[config.mk]
export PLATFORM = sky130hd
export DESIGN_NAME = spi_flash_read
export DESIGN_NICKNAME = d
export VERILOG_FILES = /design/src/rtl/spi_flash_pkg.sv /design/src/rtl/spi_bit_clk.sv /design/src/rtl/spi_flash_read.sv
export SDC_FILE = /design/constraint.sdc
export NUM_CORES = 1
export LEC_CHECK = 0
export ABC_AREA = 1
export BUFFER_PORTS_ARGS = -buffer_cell sky130_fd_sc_hd__buf_2
export CORE_ASPECT_RATIO = 1.4
export CORE_MARGIN = 2
export CORE_UTILIZATION = 64
export CTS_BUF_LIST = sky130_fd_sc_hd__clkbuf_8
export CTS_CLUSTER_SIZE = 40
export DETAILED_ROUTE_END_ITERATION = 10
export GPL_TIMING_DRIVEN = 0
export PLACE_DENSITY = 0.95
export SLEW_MARGIN = 20
export SYNTH_ARGS = -nofsm -noshare
export SYNTH_HDL_FRONTEND = slang
export SYNTH_SLANG_ARGS = --single-unit
[constraint.sdc]
create_clock -name clk -period 2.6 [get_ports clk]
set_input_delay 0.13 -clock clk [delete_from_list [all_inputs] [get_ports clk]]
set_output_delay 0.13 -clock clk [all_outputs]
set_load 0.01 [all_outputs]
[src/rtl/spi_flash_pkg.sv]
// Shared SPI NOR flash definitions: opcodes, read-FSM states and header layout.
// Imported by the read, erase and status-poll blocks.
package spi_flash_pkg;

  localparam logic [7:0] CMD_READ = 8'h03;
  localparam logic [7:0] CMD_WREN = 8'h06;
  localparam logic [7:0] CMD_CE   = 8'hC7;
  localparam logic [7:0] CMD_RDSR = 8'h05;

  localparam int unsigned HDR_W = 32;

  typedef enum logic [2:0] {
    RD_IDLE,
    RD_CS_SETUP,
    RD_CMD,
    RD_ADDR,
    RD_DATA,
    RD_CS_HOLD,
    RD_CS_IDLE
  } rd_state_e;

  // Opcode followed by 24-bit address, shifted out MSB first.
  typedef struct packed {
    logic [7:0]  cmd;
    logic [23:0] addr;
  } spi_hdr_t;

  function automatic spi_hdr_t make_hdr(input logic [7:0] cmd, input logic [23:0] addr);
    spi_hdr_t h;
    h.cmd  = cmd;
    h.addr = addr;
    return h;
  endfunction

endpackage

[src/rtl/spi_bit_clk.sv]
// SPI mode-0 bit timing: phase counter, registered SCK and per-phase strobes.
// Counter holds at phase 0 while disabled so the first enabled cycle is a bit start.
module spi_bit_clk #(
  parameter int unsigned CLK_DIV = 4
) (
  input  logic clk,
  input  logic rst_n,
  input  logic en,
  output logic spi_clk,
  output logic shift_c,
  output logic sample_c,
  output logic last_c
);

  localparam int unsigned PH_W = (CLK_DIV > 2) ? $clog2(CLK_DIV) : 1;
  localparam int unsigned HALF = CLK_DIV / 2;

  logic [PH_W-1:0] phase;

  always_ff @(posedge clk or negedge rst_n) begin
    if (!rst_n) begin
      phase <= '0;
    end else if (!en || (phase == PH_W'(CLK_DIV - 1))) begin
      phase <= '0;
    end else begin
      phase <= phase + PH_W'(1);
    end
  end

  // SCK high for the second half of each bit period.
  always_ff @(posedge clk or negedge rst_n) begin
    if (!rst_n) begin
      spi_clk <= 1'b0;
    end else begin
      spi_clk <= en && (phase >= PH_W'(HALF));
    end
  end

  assign shift_c  = en && (phase == '0);
  assign sample_c = en && (phase == PH_W'(HALF));
  assign last_c   = en && (phase == PH_W'(CLK_DIV - 1));

endmodule

[src/rtl/spi_flash_read.sv]
// Flash READ (0x03) engine: sends opcode + address, clocks in len bytes and
// streams them out one per rd_valid pulse. SPI mode 0, MSB first.
module spi_flash_read
  import spi_flash_pkg::*;
#(
  parameter int unsigned CLK_DIV      = 4,
  parameter int unsigned CS_SETUP_CYC = 4,
  parameter int unsigned CS_HOLD_CYC  = 4,
  parameter int unsigned CS_IDLE_CYC  = 5,
  parameter int unsigned LEN_W        = 9
) (
  input  logic             clk,
  input  logic             rst_n,
  input  logic             start,
  input  logic [23:0]      addr,
  input  logic [LEN_W-1:0] len,
  output logic             busy,
  output logic             done,
  output logic [7:0]       rd_data,
  output logic             rd_valid,
  output logic             spi_clk,
  output logic             cs,
  output logic             spi_mosi,
  input  logic             spi_miso
);

  localparam int unsigned CYC_MAX_SH = (CS_SETUP_CYC > CS_HOLD_CYC) ? CS_SETUP_CYC : CS_HOLD_CYC;
  localparam int unsigned CYC_MAX    = (CYC_MAX_SH > CS_IDLE_CYC) ? CYC_MAX_SH : CS_IDLE_CYC;
  localparam int unsigned CNT_W      = $clog2(CYC_MAX + 1);
  localparam int unsigned BIT_W      = 5;

  rd_state_e        state, state_nxt;
  logic [CNT_W-1:0] cyc_cnt;
  logic [BIT_W-1:0] bit_cnt;
  logic [LEN_W-1:0] byte_cnt;
  logic [HDR_W-1:0] tx_sr;
  logic [7:0]       rx_sr;
  logic             byte_rdy;

  logic spi_en;
  logic shift_c, sample_c, last_c;
  logic start_ok_c, byte_end_c;
  logic cs_c, busy_c, done_c, mosi_c;

  assign spi_en     = state inside {RD_CMD, RD_ADDR, RD_DATA};
  assign start_ok_c = (state == RD_IDLE) && start;
  assign byte_end_c = last_c && (state == RD_DATA) && (bit_cnt[2:0] == 3'd7);

  spi_bit_clk #(
    .CLK_DIV (CLK_DIV)
  ) u_bit_clk (
    .clk      (clk),
    .rst_n    (rst_n),
    .en       (spi_en),
    .spi_clk  (spi_clk),
    .shift_c  (shift_c),
    .sample_c (sample_c),
    .last_c   (last_c)
  );

  always_ff @(posedge clk or negedge rst_n) begin
    if (!rst_n) begin
      state <= RD_IDLE;
    end else begin
      state <= state_nxt;
    end
  end

  always_comb begin
    state_nxt = state;
    case (state)
      RD_IDLE: begin
        if (start) begin
          state_nxt = (len == '0) ? RD_CS_IDLE : RD_CS_SETUP;
        end
      end
      RD_CS_SETUP: begin
        if (cyc_cnt == CNT_W'(CS_SETUP_CYC - 1)) state_nxt = RD_CMD;
      end
      RD_CMD: begin
        if (last_c && (bit_cnt == BIT_W'(7))) state_nxt = RD_ADDR;
      end
      RD_ADDR: begin
        if (last_c && (bit_cnt == BIT_W'(31))) state_nxt = RD_DATA;
      end
      RD_DATA: begin
        if (byte_end_c && (byte_cnt == LEN_W'(1))) state_nxt = RD_CS_HOLD;
      end
      RD_CS_HOLD: begin
        if (cyc_cnt == CNT_W'(CS_HOLD_CYC - 1)) state_nxt = RD_CS_IDLE;
      end
      RD_CS_IDLE: begin
        if (cyc_cnt == CNT_W'(CS_IDLE_CYC)) state_nxt = RD_IDLE;
      end
      default: state_nxt = RD_IDLE;
    endcase
  end

  // CS_IDLE runs one extra cycle so cs is high CS_IDLE_CYC clocks before done;
  // a zero-length request enters it one cycle from the end.
  always_ff @(posedge clk or negedge rst_n) begin
    if (!rst_n) begin
      cyc_cnt <= '0;
    end else if (state_nxt != state) begin
      cyc_cnt <= ((state == RD_IDLE) && (state_nxt == RD_CS_IDLE)) ? CNT_W'(CS_IDLE_CYC - 1) : '0;
    end else if (state inside {RD_CS_SETUP, RD_CS_HOLD, RD_CS_IDLE}) begin
      cyc_cnt <= cyc_cnt + CNT_W'(1);
    end
  end

  // Shift registers and bit/byte counters.
  always_ff @(posedge clk or negedge rst_n) begin
    if (!rst_n) begin
      tx_sr    <= '0;
      rx_sr    <= '0;
      bit_cnt  <= '0;
      byte_cnt <= '0;
      byte_rdy <= 1'b0;
    end else begin
      if (start_ok_c) begin
        tx_sr    <= make_hdr(CMD_READ, addr);
        byte_cnt <= len;
        bit_cnt  <= '0;
      end else begin
        if (shift_c && (state inside {RD_CMD, RD_ADDR})) begin
          tx_sr <= {tx_sr[HDR_W-2:0], 1'b0};
        end
        if (last_c) begin
          bit_cnt <= ((state == RD_ADDR) && (bit_cnt == BIT_W'(31))) ? '0 : bit_cnt + BIT_W'(1);
        end
        if (byte_end_c) begin
          byte_cnt <= byte_cnt - LEN_W'(1);
        end
      end
      if (sample_c && (state == RD_DATA)) begin
        rx_sr <= {rx_sr[6:0], spi_miso};
      end
      byte_rdy <= sample_c && (state == RD_DATA) && (bit_cnt[2:0] == 3'd7);
    end
  end

  always_comb begin
    cs_c   = 1'b1;
    done_c = 1'b0;
    busy_c = 1'b0;
    mosi_c = spi_mosi;
    if (state inside {RD_CS_SETUP, RD_CMD, RD_ADDR, RD_DATA, RD_CS_HOLD}) begin
      cs_c = 1'b0;
    end
    if ((state == RD_CS_IDLE) && (cyc_cnt == CNT_W'(CS_IDLE_CYC))) begin
      done_c = 1'b1;
    end
    busy_c = (state != RD_IDLE) && !done_c;
    if (!spi_en) begin
      mosi_c = 1'b0;
    end else if (shift_c) begin
      mosi_c = (state inside {RD_CMD, RD_ADDR}) && tx_sr[HDR_W-1];
    end
  end

  always_ff @(posedge clk or negedge rst_n) begin
    if (!rst_n) begin
      cs       <= 1'b1;
      busy     <= 1'b0;
      done     <= 1'b0;
      spi_mosi <= 1'b0;
      rd_valid <= 1'b0;
      rd_data  <= 8'h00;
    end else begin
      cs       <= cs_c;
      busy     <= busy_c;
      done     <= done_c;
      spi_mosi <= mosi_c;
      rd_valid <= byte_rdy;
      if (byte_rdy) begin
        rd_data <= rx_sr;
      end
    end
  end

endmodule

Yosys cells after proc, flatten, opt, wreduce, memory -nomap -nowiden. Index checks and enable logic that the tools add are counted.

Input port bits: 37. Bits in latches: 0. Flip-flop bits (word level): 77. Memory bits (read-only): 0. Memories: 0. Output and inout port bits: 14. Memory bits (writable): 0.

Divide/modulo/power cells: 0. Multipliers: 0. Equal/unequal tests: 17. Reductions and logical operators: 33. $add $sub $neg: 4. Shifts and indexed selects: 0. Bitwise logic cells: 0. Magnitude comparators: 1. Mux-type cells: 24.

Operator list (number): $mux 32 (2); $mux 3 (11); $pmux 3 s7 (1); $eq 3x3->1 const B (6); $logic_and 1x1->1 (18); $mux 9 (2); $mux 5 (3); $reduce_bool 2->1 (5); $eq 3x2->1 const B (3); $eq 9x1->1 const B (1); $logic_not 9->1 (1); $reduce_bool 3->1 (3); $sub 9x1->9 const B (1); $add 5x1->5 const B (1); $eq 5x3->1 const B (1); $eq 5x5->1 const B (1); $reduce_bool 5->1 (1); $eq 2x2->1 const B (2); $mux 1 (4); $add 3x1->3 const B (1); $eq 3x1->1 const B (1); $logic_not 3->1 (1); $ne 3x3->1 (1); $add 2x1->2 const B (1); other kinds (6) (7).

Depth between registers and ports, before layout. Gate-level depths: netlist of the first run.

Depth in word-level cells: 12. Depth in mapped cells: 13. Depth with buffers taken out: 13.

Modules after synthesis. From an unflattened synthesis of the first run, not the netlist that was laid out.

Cell total of the unflattened synthesis: 410. Area, all modules: 3860.0 sq um.

By module, submodules not included: spi_flash_read (area each 3691.0 sq um, times used 1, cells an instance 389, sequential area each 1853.0 sq um); spi_bit_clk (area each 168.9 sq um, times used 1, cells an instance 21, sequential area each 75.1 sq um).

Least setup slack after synthesis of the first run. OpenSTA, ideal clock, no wires.

Path kind: register -> register. Start: register bit_cnt[0]. End: register cyc_cnt[2]. Setup slack: 1.012 ns. Period minus slack after synthesis: 1.588 ns. Path buffers: 0. Data arrival time: 1.470 ns. Library setup time: 0.119 ns. Cell stages (with the launch flop): 13. Cells stage by stage: dfrtp_1 ha_1 nand2_1 nor2_1 ha_1 inv_1 o2111ai_1 nand2_1 nand2_1 nand2_1 inv_1 nand4_1 nand2_1.

Cells in the longest elaborated chain, start to end: 9. Elaborated cells between the ends (all ways): 17.

Ends and longest elaborated chain: from (decl) (RTL line spi_flash_read.sv:34) `logic [BIT_W-1:0] bit_cnt;`; from (signal assigned) (RTL line spi_flash_read.sv:129) `bit_cnt <= ((state == RD_ADDR) && (bit_cnt == BIT_W'(31))) ? '0 : bit_cnt + BIT_W'(1);`; $eq 3x3->1 (RTL line spi_flash_read.sv:47) `assign byte_end_c = last_c && (state == RD_DATA) && (bit_cnt[2:0] == 3'd7);`; $logic_and 1x1->1 (RTL line spi_flash_read.sv:47); $logic_and 1x1->1 (RTL line spi_flash_read.sv:87) `if (byte_end_c && (byte_cnt == LEN_W'(1))) state_nxt = RD_CS_HOLD;`; $mux 3 (RTL line spi_flash_read.sv:87); $pmux 3 s7 (*) (RTL line spi_flash_read.sv:71) `case (state)`; net state_nxt[1] (RTL line spi_flash_read.sv:32) `rd_state_e state, state_nxt;`; $eq 3x3->1 (RTL line spi_flash_read.sv:105) `cyc_cnt <= ((state == RD_IDLE) && (state_nxt == RD_CS_IDLE)) ? CNT_W'(CS_IDLE_CYC - 1) : '0;`; $logic_and 1x1->1 (RTL line spi_flash_read.sv:105); $mux 3 (RTL line spi_flash_read.sv:105); $mux 3 (RTL line spi_flash_read.sv:104) `end else if (state_nxt != state) begin`; to (signal assigned) (RTL line spi_flash_read.sv:105); to (signal assigned) (RTL line spi_flash_read.sv:107) `cyc_cnt <= cyc_cnt + CNT_W'(1);`; to (decl) (RTL line spi_flash_read.sv:33) `logic [CNT_W-1:0] cyc_cnt;`.

The timed path passes the listed nets; every way through them passes the cells marked *. A chain may end at the register's enable or synchronous reset.

Worst setup path after layout of the first run.
Start: register bit_cnt[0]. End: register cyc_cnt[1].

Cells in the longest elaborated chain, start to end: 7. Elaborated cells between the ends (all ways): 14.

Ends and longest elaborated chain (RTL line): $eq 3x3->1 (spi_flash_read.sv:47); $logic_and 1x1->1 (spi_flash_read.sv:47); $logic_and 1x1->1 (spi_flash_read.sv:87); $mux 3 (spi_flash_read.sv:87); $pmux 3 s7 (*) (spi_flash_read.sv:71); net state_nxt[0] (spi_flash_read.sv:32); $ne 3x3->1 (*) (spi_flash_read.sv:104); $mux 3 / $reduce_bool 2->1 (equally long branches).

Marks and branches as above.

==> results of run 1 <==
[power by group through the flow]
stage | Clock [mW] | Sequential, mW | Combinational (mW)
CTS | 1.03 | 1.74 | 1.60
global placement | 0 | 1.73 | 1.45
global route | 1.08 | 1.77 | 1.84
detailed placement | 0 | 1.75 | 1.55
finish | 1.04 | 1.74 | 1.64
floorplan | 0 | 1.71 | 1.19
[logic make-up after synthesis]
| group | Yosys count | synth area share, % |
|---|---|---|
| buf+inv | 85 | 9.323 |
| mux | 2 | 0.5722 |
| xor+xnor | 8 | 1.885 |
| compound gates | 87 | 13.33 |
| fa+ha+maj | 11 | 3.702 |
| flops | 77 | 51.87 |
| simple gates | 146 | 19.32 |
[flip-flops by register name (all words and copies together), names as in the netlist]
signal / flops
byte_cnt: 9
done: 1
rd_data: 8
spi_mosi: 1
rd_valid: 1
tx_sr: 32
rx_sr: 8
bit_cnt: 5
u_bit_clk.spi_clk: 1
byte_rdy: 1
cs: 1
cyc_cnt: 3
busy: 1
u_bit_clk.phase: 2
state: 3
[area by class of cell]
| type | instances | share of cell area, % |
|---|---|---|
| clock buffer | 11 | 3.378 |
| clock inverter | 5 | 1.675 |
| tap | 68 | 1.898 |
| inverter | 72 | 6.142 |
| sequential | 77 | 43.02 |
| timing repair buffer | 69 | 10.11 |
| multi-input combinational | 254 | 32.19 |
| buffer | 13 | 1.591 |
[tightest hold or removal path: stages]
cell	delay (ns)
buf_2	0.07
a21oi_1	0.05
o21ai_1	0.08
[cell usage in the layout (no fill, tap or decap), types with 15 or more instances in the layout]
master / count
a21oi_1: 31
buf_2: 55
dfrtp_1: 76
dlygate4sd3_1: 18
inv_1: 66
nand2_1: 54
nand3_1: 16
nor2_1: 31
nor3_1: 23
o21ai_0: 20
o21ai_1: 15
[stage by stage]
| step | worst slack (ns) | util, % | hold WS (ns) | instance area, sq um | cells |
|---|---|---|---|---|---|
| 2_1_floorplan | 1.012 | - | -0.1656 | 3717 | 416 |
| 3_3_place_gp | 0.8908 | 72.82 | 0.3477 | 4053 | 534 |
| 3_5_place_dp | 0.7630 | 73.22 | 0.1121 | 4075 | 535 |
| 4_1_cts | 0.7466 | 80.53 | 0.003438 | 4482 | 569 |
| 5_1_grt | 0.5336 | 80.53 | 0.02511 | 4482 | 569 |
| 6_report | 0.7301 | 80.53 | 0.02015 | 4482 | 569 |
[metal layers]
layer	track usage (%)	vias up	share of wire, %
met2	55.61	139	54
li1	-	1514	-
met5	0	-	0
met4	16.50	0	3.5
met3	7.314	31	5.2
met1	36.42	1562	37
[worst paths after layout]
kind | from | end | slack [ns] | cells after the start
min in group asynchronous | rst_n | byte_cnt[4] | 0.25 | 2
worst max-delay path | bit_cnt[0] | cyc_cnt[1] | 0.73 | 10
worst min register to register | u_bit_clk.phase[0] | u_bit_clk.phase[0] | 0.47 | 1
worst max register to register | bit_cnt[0] | cyc_cnt[1] | 0.73 | 10
worst min-delay path | addr[19] | tx_sr[19] | 0.02 | 3
max in group asynchronous | rst_n | tx_sr[21] | 1.78 | 3
==> out/results.tsv, run 1 <==
stage	metric	value	unit
run_status	status	completed	
grt	grt_start_max_net_pins	44	
timing	rsz0062_at_grt	false	
floorplan	start_util	66.79	%
timing	relSlewSlack	67.70	%
cts	clk_pin_slew_worst_paths	0.08	ns
power_and_ir_drop	power_frac_comb	37.1	%
cts	clock_sinks	77	
drt	drt-total-wl	8.976	mm
drt	antenna_left	0	
final_layout	num_antenna_cells	0	
critical_path	critical_path_buf_inv_count	1	
cts	clock_path_buffers	2	
cts	htreeDepth	3	
drt	drc_errors	0	
yosys	synth-seq-cells	77	
critical_path	cp_slowest_cell	dfrtp_1	
cts	post_cts_resize_count	0	
worst_hold_path	hold_path.class	in -> reg	
yosys	synth.most_common_cell	dfrtp_1	
critical_path	crit_arrival	2.15	ns
yosys	syn_area	0.003717	sq mm
power_and_ir_drop	power_frac_clock	23.4	%
timing	finalCritPeriodShare	71.92	%
grt	grt_pass1_wl	15.35	mm
drt	dr.pass1.iters	5	
power_and_ir_drop	cellPowerDensity	985.4	mW/mm^2
cts	cts_buffers	9	
yosys	synth_ff_type	dfrtp_1	
drt	vias_per_cell	5.705	
timing	max_freq	534.8	MHz
critical_path	cpPeakStageDelay	0.36	ns
critical_path	worstSetupPathType	reg -> reg	
floorplan	coreArea	0.005565	sq mm
grt	antenna_found_initial	0	
place	place.port_buffers	50	
yosys	synthArstFlopShare	100.0	%
yosys	syn-num-nets	464	
final_layout	fillers	337	
yosys	synth_top_area_cell	dfrtp_1	
cts	insertion_delay	0.36	ns
final_layout	nNetsFinal	544	
cts	root_buffer	clkbuf_8	
critical_path	crit_fanout	4	
yosys	synthCells	416	
critical_path	critPathRequiredTime	2.88	ns
critical_path	endpoint_kind	register	
timing	worst_pin_slew	0.4845	ns
yosys	yosysTopAreaCellShare	51.16	%
place	place.gp.congestion	0.8880	
yosys	yosysWarnings	0	
yosys	synthDistinctLibCells	37	
power_and_ir_drop	seqPwrFrac	39.4	%
floorplan	die_area	0.006443	sq mm
drt	vias	3246	
timing	fin_crit	1.870	ns
drt	drtIter0Drc	206	
timing	skew	0.009029	ns
timing	fin_tns_setup	0	ns
critical_path	path_delay_family	simple AND/OR/NAND/NOR gates	
yosys	synth_common_cells	dfrtp_1, inv_1, nand2_1	
cts	postCtsHoldBufs	18	
final_layout	multi_input_area	0.001443	sq mm
grt	track_usage	32.42	%
yosys	synth.area.top_cells	dfrtp_1, inv_1, nand2_1, a21oi_1, ha_1	
place	hpwl	5.842	mm
final_layout	areaGrowthSynthToFinish	20.57	%
floorplan	die-height	94.18	um
yosys	synth-edff-count	0	
yosys	yosysSeqAreaShare	51.87	%
power_and_ir_drop	ir_drop	617.5	uV
power_and_ir_drop	p_int	2.743	mW
power_and_ir_drop	power_switching_share	37.88	%
cts	cts_tree	done	
cts	cts_setup_buffers	0	
power_and_ir_drop	leakage	2.203	nW
floorplan	fp-row-count	32	
floorplan	die_w	68.41	um
grt	grt_pass1_vias	3442	
job	maxCapViolCount	0	
drt	wl_per_cell	15.78	um
timing	hold_viol	0	
critical_path	start_kind	register	
timing	slew_viol_final	0	
floorplan	ios	51	
final_layout	drive_gt1_share	20.36	%
power_and_ir_drop	fin_total_pwr	4.416	mW
critical_path	cp_cell_sequence	ha_1 > nand2_1 > nor2_1 > ha_1 > inv_1 > o2111ai_1 > nand3_1 > nand2_1 > nand2_2 > nor3b_2	
final_layout	seqCellArea	0.001928	sq mm
timing	finalSetupViolCount	0	
power_and_ir_drop	switching_power	1.673	mW
yosys	postSynthAreaPerCell	8.936	sq um
grt	grt-ovfl-total	0	
Power figures use the tool's default switching activity.
==> inputs of run 2 (changes only) <==
ABC_AREA = 0   (was 1)
CORE_UTILIZATION = 54   (was 64)
PLACE_DENSITY = 0.9   (was 0.95)
clock period = 1.6 ns   (was 2.6 ns; I/O delays follow)
==> out/results.tsv, run 2 <==
stage	metric	value	unit	change
power_and_ir_drop	cellPowerDensity	1700	mW/mm^2	was 985.4 mW/mm^2
final_layout	stdcell_area	0.005821	sq mm	was 0.004482 sq mm
critical_path	r2r_slack	-0.41	ns	was 0.73 ns
critical_path	cp_slowest_cell	dfrtp_2		was dfrtp_1
power_and_ir_drop	p_int	5.600	mW	was 2.743 mW
run_status	status	complete, but fails checks		was completed
job	maxCapViolCount	0		unchanged
critical_path	r2r.worst_path.cells	5		was 10
yosys	synth_top_area_cell	dfrtp_1		unchanged
cts	clock_sinks	77		unchanged
critical_path	path_delay_family	multiplexers		was simple AND/OR/NAND/NOR gates
critical_path	crit_arrival	2.30	ns	was 2.15 ns
floorplan	start_util	55.70	%	was 66.79%
floorplan	ios	51		unchanged
critical_path	critPathRequiredTime	1.89	ns	was 2.88 ns
critical_path	reg2reg_from	state[0]		was bit_cnt[0]
grt	gr-usage-met2	58.52	%	was 55.61%
floorplan	coreArea	0.006613	sq mm	was 0.005565 sq mm
power_and_ir_drop	ir_drop	813.8	uV	was 617.5 uV
floorplan	fp-row-count	35		was 32
critical_path	cp.depth	5		was 10
timing	fin_ws	-0.4096	ns	was 0.7301 ns
yosys	syn_area	0.003684	sq mm	was 0.003717 sq mm
critical_path	worstSetupPathType	reg -> reg		unchanged
cts	clock_path_buffers	2		unchanged
place	placed_area	0.004119	sq mm	was 0.004075 sq mm
drt	drt-total-wl	17.15	mm	was 8.976 mm
final_layout	nNetsFinal	552		was 544
place	dp.cells	507		was 535
run_status	violations	setup timing		
final_layout	largestRegisters	tx_sr x32, byte_cnt x9		unchanged
power_and_ir_drop	power_frac_clock	16.4	%	was 23.4%
place	place.port_buffers	50		unchanged
drt	vias_per_cell	6.904		was 5.705
grt	grt_pass1_vias	3739		was 3442
cts	cts_tree	done		unchanged
grt	grtUsageMet3	12.44	%	was 7.314%
cts	root_buffer	clkbuf_8		unchanged
timing	finalSetupViolCount	61		was 0
critical_path	cpPeakStageDelay	0.47	ns	was 0.36 ns
final_layout	drive_gt1_share	47.74	%	was 20.36%
power_and_ir_drop	leakage	2.594	nW	was 2.203 nW
yosys	synthArstFlopShare	100.0	%	unchanged
place	place.gp.congestion	0.8573		was 0.8880
drt	dr.pass1.iters	6		was 5
yosys	synth-edff-count	0		unchanged
power_and_ir_drop	switching_power	4.293	mW	was 1.673 mW
yosys	yosysTopAreaCellShare	51.63	%	was 51.16%
grt	grt_start_max_net_pins	49		was 44
drt	antenna_left	0		unchanged
timing	slew_viol_final	0		unchanged
drt	drtIter0Drc	735		was 206
yosys	synth.area.top_cells	dfrtp_1, nand2_1, mux2_2, a31oi_1, ha_1		was dfrtp_1, inv_1, nand2_1, a21oi_1, ha_1
yosys	postSynthAreaPerCell	10.12	sq um	was 8.936 sq um
grt	track_usage	36.35	%	was 32.42%
critical_path	endpoint_kind	register		unchanged
critical_path	cp_cell_sequence	buf_4 > buf_2 > mux2i_2 > mux2_2 > o21ai_1		was ha_1 > nand2_1 > nor2_1 > ha_1 > inv_1 > o2111ai_1 > nand3_1 > nand2_1 > nand2_2 > nor3b_2
yosys	synth_ff_type	dfrtp_1		unchanged
final_layout	finalNonFillerCells	603		was 569
floorplan	die_w	73.80	um	was 68.41 um
worst_hold_path	hold_path.class	in -> reg		unchanged
cts	clk_pin_slew_worst_paths	0.09	ns	was 0.08 ns
final_layout	largest_reg_flops	32		unchanged
timing	rsz0062_at_grt	true		was false
grt	grt-ovfl-total	0		unchanged
power_and_ir_drop	power_frac_comb	51.2	%	was 37.1%
cts	insertion_delay	0.37	ns	was 0.36 ns
final_layout	regMostFlops	tx_sr		unchanged
drt	drc_errors	0		unchanged
yosys	syn-num-nets	412		was 464
grt	grt_pass1_wl	19.98	mm	was 15.35 mm
yosys	synth-seq-cells	77		unchanged
final_layout	layout_common_cells	dfrtp_1, nand2_1, buf_2		was dfrtp_1, inv_1, buf_2
timing	worst_pin_slew	0.5937	ns	was 0.4845 ns
critical_path	worstReg2RegEnd	cyc_cnt[2]		was cyc_cnt[1]
yosys	yosysSeqAreaShare	52.34	%	was 51.87%
timing	finalCritPeriodShare	125.6	%	was 71.92%
final_layout	mostFrequentLayoutCell	dfrtp_1		unchanged
power_and_ir_drop	seqPwrFrac	32.3	%	was 39.4%
critical_path	crit_fanout	10		was 4
yosys	synth.most_common_cell	dfrtp_1		unchanged
grt	grt_busiest_layer	met2		unchanged
critical_path	critical_path_buf_inv_count	2		was 1
floorplan	die_area	0.007507	sq mm	was 0.006443 sq mm
drt	vias	4163		was 3246
yosys	synth_common_cells	dfrtp_1, nand2_1, nor2_1		was dfrtp_1, inv_1, nand2_1
cts	htreeDepth	3		unchanged
place	hpwl	5.468	mm	was 5.842 mm
timing	hold_viol	0		unchanged
cts	cts_buffers	9		unchanged
yosys	yosysWarnings	0		unchanged
timing	fin_crit	2.010	ns	was 1.870 ns
critical_path	crit_end	cyc_cnt[2]		was cyc_cnt[1]
critical_path	setup.worst_path.start	state[0]		was bit_cnt[0]
final_layout	areaGrowthSynthToFinish	58.02	%	was 20.57%
yosys	synthDistinctLibCells	52		was 37
timing	max_freq	497.6	MHz	was 534.8 MHz
grt	grt_util_met1	40.16	%	was 36.42%
timing	relSlewSlack	60.12	%	was 67.70%
drt	wl_per_cell	28.45	um	was 15.78 um
critical_path	start_kind	register		unchanged
grt	antenna_found_initial	2		was 0
power_and_ir_drop	power_switching_share	43.39	%	was 37.88%
yosys	synthCells	364		was 416
floorplan	die-height	101.7	um	was 94.18 um
timing	skew	0.01346	ns	was 0.009029 ns
## run 2: changes by cell type after synthesis, sizes merged, moves of 4 or more
cell / before / now
mux2: 1 / 18
a21oi: 31 / 10
o22ai: 7 / 1
inv: 72 / 8
nand2b: 0 / 4
clkbuf: 3 / 14
nand3: 19 / 7
a31oi: 0 / 24
o21ai: 35 / 12
a22o: 0 / 5
nand2: 59 / 72
nor3: 23 / 6
a221o: 0 / 6
## run 2: cell families after synthesis
logic type / Yosys count / share of synthesized area (%)
simple gates: 153 / 20.08
flops: 77 / 52.34
compound gates: 70 / 13.59
buf+inv: 30 / 3.499
mux: 20 / 6.046
fa+ha+maj: 11 / 3.736
xor+xnor: 3 / 0.7134
## run 2: worst reg2reg max path: cells and delay by family (launching register included)
| family | cells | cell delay [ns] |
|---|---|---|
| DFF | 1 | 0.47 |
| AOI/OAI and AO/OA | 1 | 0.17 |
| buffers and inverters | 2 | 0.46 |
| muxes | 2 | 0.82 |
## run 2: metal layers
metal  up-vias  wire length [um]
li1       1574                 -
met1      1968              5457
met2       448              7991
met4         0              1586
met5         -                 0
met3       173              2118
## run 2: final cells by class
class	instances	area [sq um]
antenna	2	5.005
clock inverter	6	70.07
tap	92	115.1
timing repair buffer	133	1089
multi-input combinational	258	2217
sequential	77	1932
clock buffer	10	137.6
buffer	17	225.2
fill	241	792.0
inverter	8	30.03
## run 2: how the worst min path moves through the flow
| stage | from | endpoint | depth (start not counted) |
|---|---|---|---|
| CTS | addr[1] | tx_sr[1] | 3 |
| floorplan | rst_n | bit_cnt[0] | 0 |
| finish | addr[1] | tx_sr[1] | 3 |
| global route | addr[1] | tx_sr[1] | 3 |
| detailed placement | rst_n | rd_data[0] | 1 |
| global placement | addr[0] | tx_sr[0] | 3 |
## run 2: through the flow
stage / TNS, ns / setup slack [ns] / hold slack (ns) / utilization [%] / total power [mW]
after CTS: -4.263 / -0.2314 / 0.04594 / 79.26 / 7.908
final: -8.756 / -0.4096 / 0.09424 / 88.02 / 9.893
after global routing: -10.85 / -0.5432 / 0.08133 / 88.02 / 10.20
after global placement: -11.96 / -0.4045 / 0.2911 / 61.84 / 5.329
after detailed placement: -10.12 / -0.3950 / 0.04538 / 62.29 / 5.472
after floorplan: -0.8100 / -0.1241 / -0.2156 / - / 4.824
## run 2: power by group through the flow
stage	combinational (mW)	sequential, mW	clock [mW]
2_1_floorplan	1.92	2.91	0
3_3_place_gp	2.37	2.96	0
3_5_place_dp	2.48	2.99	0
4_1_cts	3.40	2.96	1.55
5_1_grt	5.31	3.19	1.70
6_report	5.07	3.20	1.62
## run 2: what timing repair did
item,in CTS,in global routing
setup endpoints to repair,59,59
pin swaps,25,24
hold buffers,34,0
resized for setup,90,109
hold endpoints to repair,62,0
cloned,5,1
buffers inserted,24,23
